`config.mk`:
```
export PLATFORM = sky130hd
export DESIGN_NAME = input_conditioner
export DESIGN_NICKNAME = d
export VERILOG_FILES = /design/src/rtl/input_conditioner.sv
export SDC_FILE = /design/constraint.sdc
export NUM_CORES = 1
export LEC_CHECK = 0
export CAP_MARGIN = 15
export CORE_MARGIN = 3
export CORE_UTILIZATION = 57
export DETAILED_ROUTE_END_ITERATION = 16
export GPL_ROUTABILITY_DRIVEN = 0
export GPL_TIMING_DRIVEN = 0
export HOLD_SLACK_MARGIN = 0.02
export PLACE_DENSITY = 0.79
export SYNTH_ARGS = -nofsm -noshare
export SYNTH_HDL_FRONTEND = slang
export SYNTH_SLANG_ARGS = --single-unit
export TNS_END_PERCENT = 20
```
`constraint.sdc`:
```
create_clock -name clk -period 2.5 [get_ports clk]
set_input_delay 0.75 -clock clk [delete_from_list [all_inputs] [get_ports clk]]
set_output_delay 0.75 -clock clk [all_outputs]
set_load 0.01 [all_outputs]
```
`src/rtl/input_conditioner.sv`:
```
// input_conditioner
// Board-side front end for the push-button and the slide switches. Each raw
// pin is brought into the clk domain through a SYNC_STAGES-deep flop chain.
// A counter-based debouncer then accepts a new level only after
// DEBOUNCE_CYCLES consecutive identical synchronised samples.
//
// The enter button has a 4-state FSM. It produces a clean level and a
// one-cycle press pulse. The switch vector is debounced as a whole, using
// one shared counter. Any bit that moves restarts the window for every bit.
// All outputs come straight from flops.

module input_conditioner #(
    parameter int SW_WIDTH        = 16,
    parameter int SYNC_STAGES     = 2,
    parameter int DEBOUNCE_CYCLES = 2000000
) (
    input  logic                clk,
    input  logic                rst,
    input  logic                enter_raw,
    input  logic [SW_WIDTH-1:0] switch_raw,
    output logic                enter_level,
    output logic                enter_pulse,
    output logic [SW_WIDTH-1:0] switch_stable,
    output logic                switch_changed
);

    // ------------------------------------------------------------------
    // Constants
    // ------------------------------------------------------------------
    localparam int CNT_W = $clog2(DEBOUNCE_CYCLES);

    // Last count value of the enter window. The 4th identical sample
    // arrives while cnt already holds D-1, because the first sample
    // moved the FSM into the wait state with cnt=1.
    localparam logic [CNT_W-1:0] CNT_LAST  = CNT_W'(DEBOUNCE_CYCLES - 1);

    // The switch path needs one edge just to see ss equal to sprev.
    // Its counter therefore lags the enter counter by one, and it
    // accepts at D-2.
    localparam logic [CNT_W-1:0] SCNT_LAST = CNT_W'(DEBOUNCE_CYCLES - 2);

    localparam logic [CNT_W-1:0] CNT_ZERO  = {CNT_W{1'b0}};
    localparam logic [CNT_W-1:0] CNT_ONE   = CNT_W'(1);

    localparam logic [1:0] ST_RELEASED     = 2'd0;
    localparam logic [1:0] ST_PRESS_WAIT   = 2'd1;
    localparam logic [1:0] ST_PRESSED      = 2'd2;
    localparam logic [1:0] ST_RELEASE_WAIT = 2'd3;

    // ------------------------------------------------------------------
    // Synchronisers
    // ------------------------------------------------------------------
    logic [SYNC_STAGES-1:0] r_esync;
    logic [SW_WIDTH-1:0]    r_ssync [SYNC_STAGES];
    logic                   w_es;
    logic [SW_WIDTH-1:0]    w_ss;

    // Shift the raw button and switch pins through the synchroniser chains.
    always_ff @(posedge clk) begin
        if (rst) begin
            r_esync <= {SYNC_STAGES{1'b0}};
            for (int i = 0; i < SYNC_STAGES; i++) begin
                r_ssync[i] <= {SW_WIDTH{1'b0}};
            end
        end else begin
            r_esync    <= {r_esync[SYNC_STAGES-2:0], enter_raw};
            r_ssync[0] <= switch_raw;
            for (int i = 1; i < SYNC_STAGES; i++) begin
                r_ssync[i] <= r_ssync[i-1];
            end
        end
    end

    assign w_es = r_esync[SYNC_STAGES-1];
    assign w_ss = r_ssync[SYNC_STAGES-1];

    // ------------------------------------------------------------------
    // Enter debouncer FSM
    // ------------------------------------------------------------------
    logic [1:0]       r_state;
    logic [CNT_W-1:0] r_cnt;
    logic             r_level;
    logic             r_pulse;

    logic [1:0]       w_state_nxt;
    logic [CNT_W-1:0] w_cnt_nxt;
    logic             w_level_nxt;
    logic             w_pulse_nxt;

    // Next-state logic for the enter FSM. The pulse is only ever raised
    // on the PRESS_WAIT -> PRESSED edge, so a held button yields one pulse.
    always_comb begin
        w_state_nxt = r_state;
        w_cnt_nxt   = r_cnt;
        w_level_nxt = r_level;
        w_pulse_nxt = 1'b0;
        case (r_state)
            ST_RELEASED: begin
                w_level_nxt = 1'b0;
                if (w_es) begin
                    w_state_nxt = ST_PRESS_WAIT;
                    w_cnt_nxt   = CNT_ONE;
                end else begin
                    w_cnt_nxt   = CNT_ZERO;
                end
            end
            ST_PRESS_WAIT: begin
                if (!w_es) begin
                    w_state_nxt = ST_RELEASED;
                    w_cnt_nxt   = CNT_ZERO;
                end else if (r_cnt >= CNT_LAST) begin
                    w_state_nxt = ST_PRESSED;
                    w_cnt_nxt   = CNT_ZERO;
                    w_level_nxt = 1'b1;
                    w_pulse_nxt = 1'b1;
                end else begin
                    w_cnt_nxt   = r_cnt + CNT_ONE;
                end
            end
            ST_PRESSED: begin
                w_level_nxt = 1'b1;
                if (!w_es) begin
                    w_state_nxt = ST_RELEASE_WAIT;
                    w_cnt_nxt   = CNT_ONE;
                end else begin
                    w_cnt_nxt   = CNT_ZERO;
                end
            end
            ST_RELEASE_WAIT: begin
                if (w_es) begin
                    w_state_nxt = ST_PRESSED;
                    w_cnt_nxt   = CNT_ZERO;
                end else if (r_cnt >= CNT_LAST) begin
                    w_state_nxt = ST_RELEASED;
                    w_cnt_nxt   = CNT_ZERO;
                    w_level_nxt = 1'b0;
                end else begin
                    w_cnt_nxt   = r_cnt + CNT_ONE;
                end
            end
            default: begin
                w_state_nxt = ST_RELEASED;
                w_cnt_nxt   = CNT_ZERO;
                w_level_nxt = 1'b0;
            end
        endcase
    end

    // Register the enter FSM state, the counter and the level/pulse outputs.
    always_ff @(posedge clk) begin
        if (rst) begin
            r_state <= ST_RELEASED;
            r_cnt   <= CNT_ZERO;
            r_level <= 1'b0;
            r_pulse <= 1'b0;
        end else begin
            r_state <= w_state_nxt;
            r_cnt   <= w_cnt_nxt;
            r_level <= w_level_nxt;
            r_pulse <= w_pulse_nxt;
        end
    end

    // ------------------------------------------------------------------
    // Switch vector debouncer
    // ------------------------------------------------------------------
    logic [SW_WIDTH-1:0] r_sprev;
    logic [SW_WIDTH-1:0] r_sstable;
    logic                r_schanged;
    logic [CNT_W-1:0]    r_scnt;

    logic [SW_WIDTH-1:0] w_sstable_nxt;
    logic                w_schanged_nxt;
    logic [CNT_W-1:0]    w_scnt_nxt;

    // Whole-vector debounce. Any difference from the previous sample
    // restarts the window. A vector that drifts back to the accepted
    // value before the window closes is dropped silently.
    always_comb begin
        w_sstable_nxt  = r_sstable;
        w_schanged_nxt = 1'b0;
        w_scnt_nxt     = r_scnt;
        if (w_ss != r_sprev) begin
            w_scnt_nxt = CNT_ZERO;
        end else if (w_ss != r_sstable) begin
            if (r_scnt >= SCNT_LAST) begin
                w_sstable_nxt  = w_ss;
                w_schanged_nxt = 1'b1;
                w_scnt_nxt     = CNT_ZERO;
            end else begin
                w_scnt_nxt     = r_scnt + CNT_ONE;
            end
        end else begin
            w_scnt_nxt = CNT_ZERO;
        end
    end

    // Register the previous sample, the shared counter and the switch outputs.
    always_ff @(posedge clk) begin
        if (rst) begin
            r_sprev    <= {SW_WIDTH{1'b0}};
            r_sstable  <= {SW_WIDTH{1'b0}};
            r_schanged <= 1'b0;
            r_scnt     <= CNT_ZERO;
        end else begin
            r_sprev    <= w_ss;
            r_sstable  <= w_sstable_nxt;
            r_schanged <= w_schanged_nxt;
            r_scnt     <= w_scnt_nxt;
        end
    end

    // ------------------------------------------------------------------
    // Outputs (all flop-driven)
    // ------------------------------------------------------------------
    assign enter_level    = r_level;
    assign enter_pulse    = r_pulse;
    assign switch_stable  = r_sstable;
    assign switch_changed = r_schanged;

endmodule

```
==> flow_metrics.env <==
export IMPL_status="finished clean"
export IMPL_syn_nets=470
export IMPL_grt_pass1_wl_um=15100
export IMPL_wirelength_um=9250
export IMPL_endpoint_kind="flop"
export IMPL_worst_pin_slew_ns=0.823
export IMPL_h_tree_depth=4
export IMPL_cp_cell_sequence="or4_1 > o41ai_2 > or4b_4 > buf_6 > nor2_1"
export IMPL_synth_top_area_cell="dfxtp_1"
export IMPL_ys_warn_count=0
export IMPL_fillers=518
export IMPL_pin_count=38
export IMPL_num_rows=31
export IMPL_path_clk_slew_ns=0.06
export IMPL_synth_area_leaders="dfxtp_1 (50%), nor2b_1 (9.4%), xor2_1 (8.2%)"
export IMPL_ys_types=45
export IMPL_synth_ff_type="dfxtp_1"
export IMPL_critPathTopFamily="simple AND/OR/NAND/NOR gates"
export IMPL_async_flop_share=0
export IMPL_clk_latency_ns=0.50
export IMPL_setup_tns_final_ns=0
export IMPL_critPathKind="reg2reg"
export IMPL_arrival_ns=2.77
export IMPL_cpMaxStageDelayCell="or4_1"
export IMPL_die_x_um=94.9
export IMPL_antenna_cells=0
export IMPL_p_per_area_nw_per_um2=794
export IMPL_ys_ff_latch=113
export IMPL_root_buffer="clkbuf_8"
export IMPL_antenna_found_initial=0
export IMPL_finalHoldViolations=0
export IMPL_cp_required_ns=2.93
export IMPL_core_area_um2=7450
export IMPL_finalSetupViolCount=0
export IMPL_dieArea_um2=9010
export IMPL_critPathMaxFanout=10
export IMPL_rsz0062_at_grt="false"
export IMPL_yosysTopAreaCellShare=0.502
export IMPL_io_buffers=37
export IMPL_clock_path_buffers=2
export IMPL_p_leak_nw=2.15
export IMPL_start_util=0.605
export IMPL_clkSinkCount=113
export IMPL_hpwl_um=5780
export IMPL_min_path_type="reg2reg"
export IMPL_first_iter_violations=114
export IMPL_timing_fmax_ghz=0.428
export IMPL_layout_drive_gt1_share=0.131
export IMPL_die_h_um=94.9
export IMPL_first_pass_iters=4
export IMPL_critical_path_max_stage_delay_ns=0.56
export IMPL_overflow=0
export IMPL_grt_max_degree=17
export IMPL_holdBufCountCts=0
export IMPL_grt_usage=0.221
export IMPL_slew_limit_headroom=0.446
export IMPL_irDropWorstVdd_uv=621
export IMPL_final_nets=527
export IMPL_ys_seq_area_frac=0.502
export IMPL_wire_per_inst_um=15.1
export IMPL_fin_skew_ns=0.00953
export IMPL_grt_pass1_vias=3120
export IMPL_critical_path_buf_inv_count=1
export IMPL_drc=0
export IMPL_cap_violations=0
export IMPL_final_max_slew_viol_count=0
export IMPL_synth_cells=443
export IMPL_setup_ws_ns=0.164
export IMPL_vias=3198
export IMPL_post_route_period_util=0.934
export IMPL_place_ws_ns=-0.485
export IMPL_synth_edf_count=0
export IMPL_ant_nets=0
export IMPL_period_minus_slack_ns=2.34
export IMPL_synth_area_per_cell_um2=10.2
export IMPL_syn_area_um2=4510
export IMPL_cts_buffers=17
export IMPL_cts_tree="built"
export IMPL_area_growth_syn_to_layout_pct=25.0
export IMPL_vias_per_cell=5.23
export IMPL_start_kind="flop"
[Yosys cell counts, types with 4 or more instances]
cell type	number
nand3_1	14
and3_1	7
nand4_1	15
nor3_1	4
nor4_1	8
nor2_1	47
xnor2_1	27
dfxtp_1	113
and4_1	5
clkbuf_1	11
inv_1	9
nand2_1	13
ha_1	8
xor2_1	42
nor2b_1	68
mux2_2	18
[registers in the layout, summed over array words and instances, names as in the netlist, named ones only]
| signal | cells |
|---|---|
| switch_changed | 1 |
| r_esync | 2 |
| enter_pulse | 1 |
| r_sprev | 16 |
| switch_stable | 16 |
| enter_level | 1 |
| r_state | 1 |
| r_ssync | 32 |
| r_cnt | 21 |
| r_scnt | 21 |
[what timing repair did]
item,CTS,global route
gates cloned,0,0
endpoints found under the setup margin,11,37
gates resized for setup,2,12
setup buffers,1,0
pin swaps,1,1
[layout make-up]
cell class,count,area [µm²],share of cell area
buffer,14,77.6,0.0138
clock buffer,17,414,0.0735
clock inverter,15,185,0.0329
inverter,9,33.8,0.00600
multi-input combinational,307,2160,0.383
sequential,113,2260,0.402
tap,99,124,0.0220
timing repair buffer,38,378,0.0671
[routing by layer]
metal  up-vias  GRT usage  routed length, µm
met3        12     0.0574                283
met2        56      0.361               4480
met1      1523      0.283               4380
li1       1607          -                  -
met4         0     0.0781                 98
met5         -          0                  0
[cell families (layout without fill, tap and decap cells)]
logic type,Yosys count,in the layout,share of synthesized area
xor+xnor,69,69,0.134
fa+ha+maj,8,8,0.0222
compound gates,17,17,0.0319
flops,113,113,0.502
simple gates,195,195,0.241
mux,18,18,0.0450
buf+inv,23,93,0.0233
[cells in the final DEF (no fill, tap or decap), types with 5 or more instances in the layout]
cell type	netlist	layout
ha_1	8	8
mux2_2	18	18
nand3_1	14	14
nor4_1	8	8
clkbuf_1	11	6
xor2_1	42	42
xnor2_1	27	27
clkinv_4	0	6
clkbuf_2	0	5
nor2b_1	68	68
dfxtp_1	113	113
and4_1	5	5
clkdlybuf4s50_1	0	37
nor2_1	47	47
nand4_1	15	15
clkbuf_16	0	16
nand2_1	13	13
inv_1	9	9
and3_1	7	7
[worst paths after layout]
kind | depth (start not counted) | slack [ns] | from | endpoint
max | 5 | 0.16 | r_scnt[11] | r_scnt[18]
min | 1 | 0.43 | r_ssync[0][14] | r_ssync[0][30]
max reg2reg | 5 | 0.16 | r_scnt[11] | r_scnt[18]
min reg2reg | 1 | 0.43 | r_ssync[0][14] | r_ssync[0][30]
[worst register-to-register path, cell delays in order (launching register included)]
cell     delay [ns]
dfxtp_1        0.35
or4_1          0.56
o41ai_2        0.53
or4b_4         0.56
buf_6          0.16
nor2_1         0.12
[power by group]
group          internal (mW)  leakage, nW  switching, mW
Combinational          0.103        0.940          0.101
Clock                   1.53        0.289          0.869
Sequential              1.84        0.919         0.0287
Total                   3.47         2.15          0.999
[metrics by stage]
step | power [mW] | utilization | hold slack [ns] | cell area [µm²] | std cells
2_1_floorplan | 2.03 | - | 0.414 | 4510 | 443
3_3_place_gp | 2.10 | 0.671 | 0.418 | 5000 | 579
3_5_place_dp | 2.10 | 0.671 | 0.420 | 5000 | 579
4_1_cts | 4.49 | 0.754 | 0.431 | 5610 | 612
5_1_grt | 4.61 | 0.756 | 0.448 | 5630 | 612
6_report | 4.47 | 0.756 | 0.430 | 5630 | 612
(Power assumes the default switching activity.)
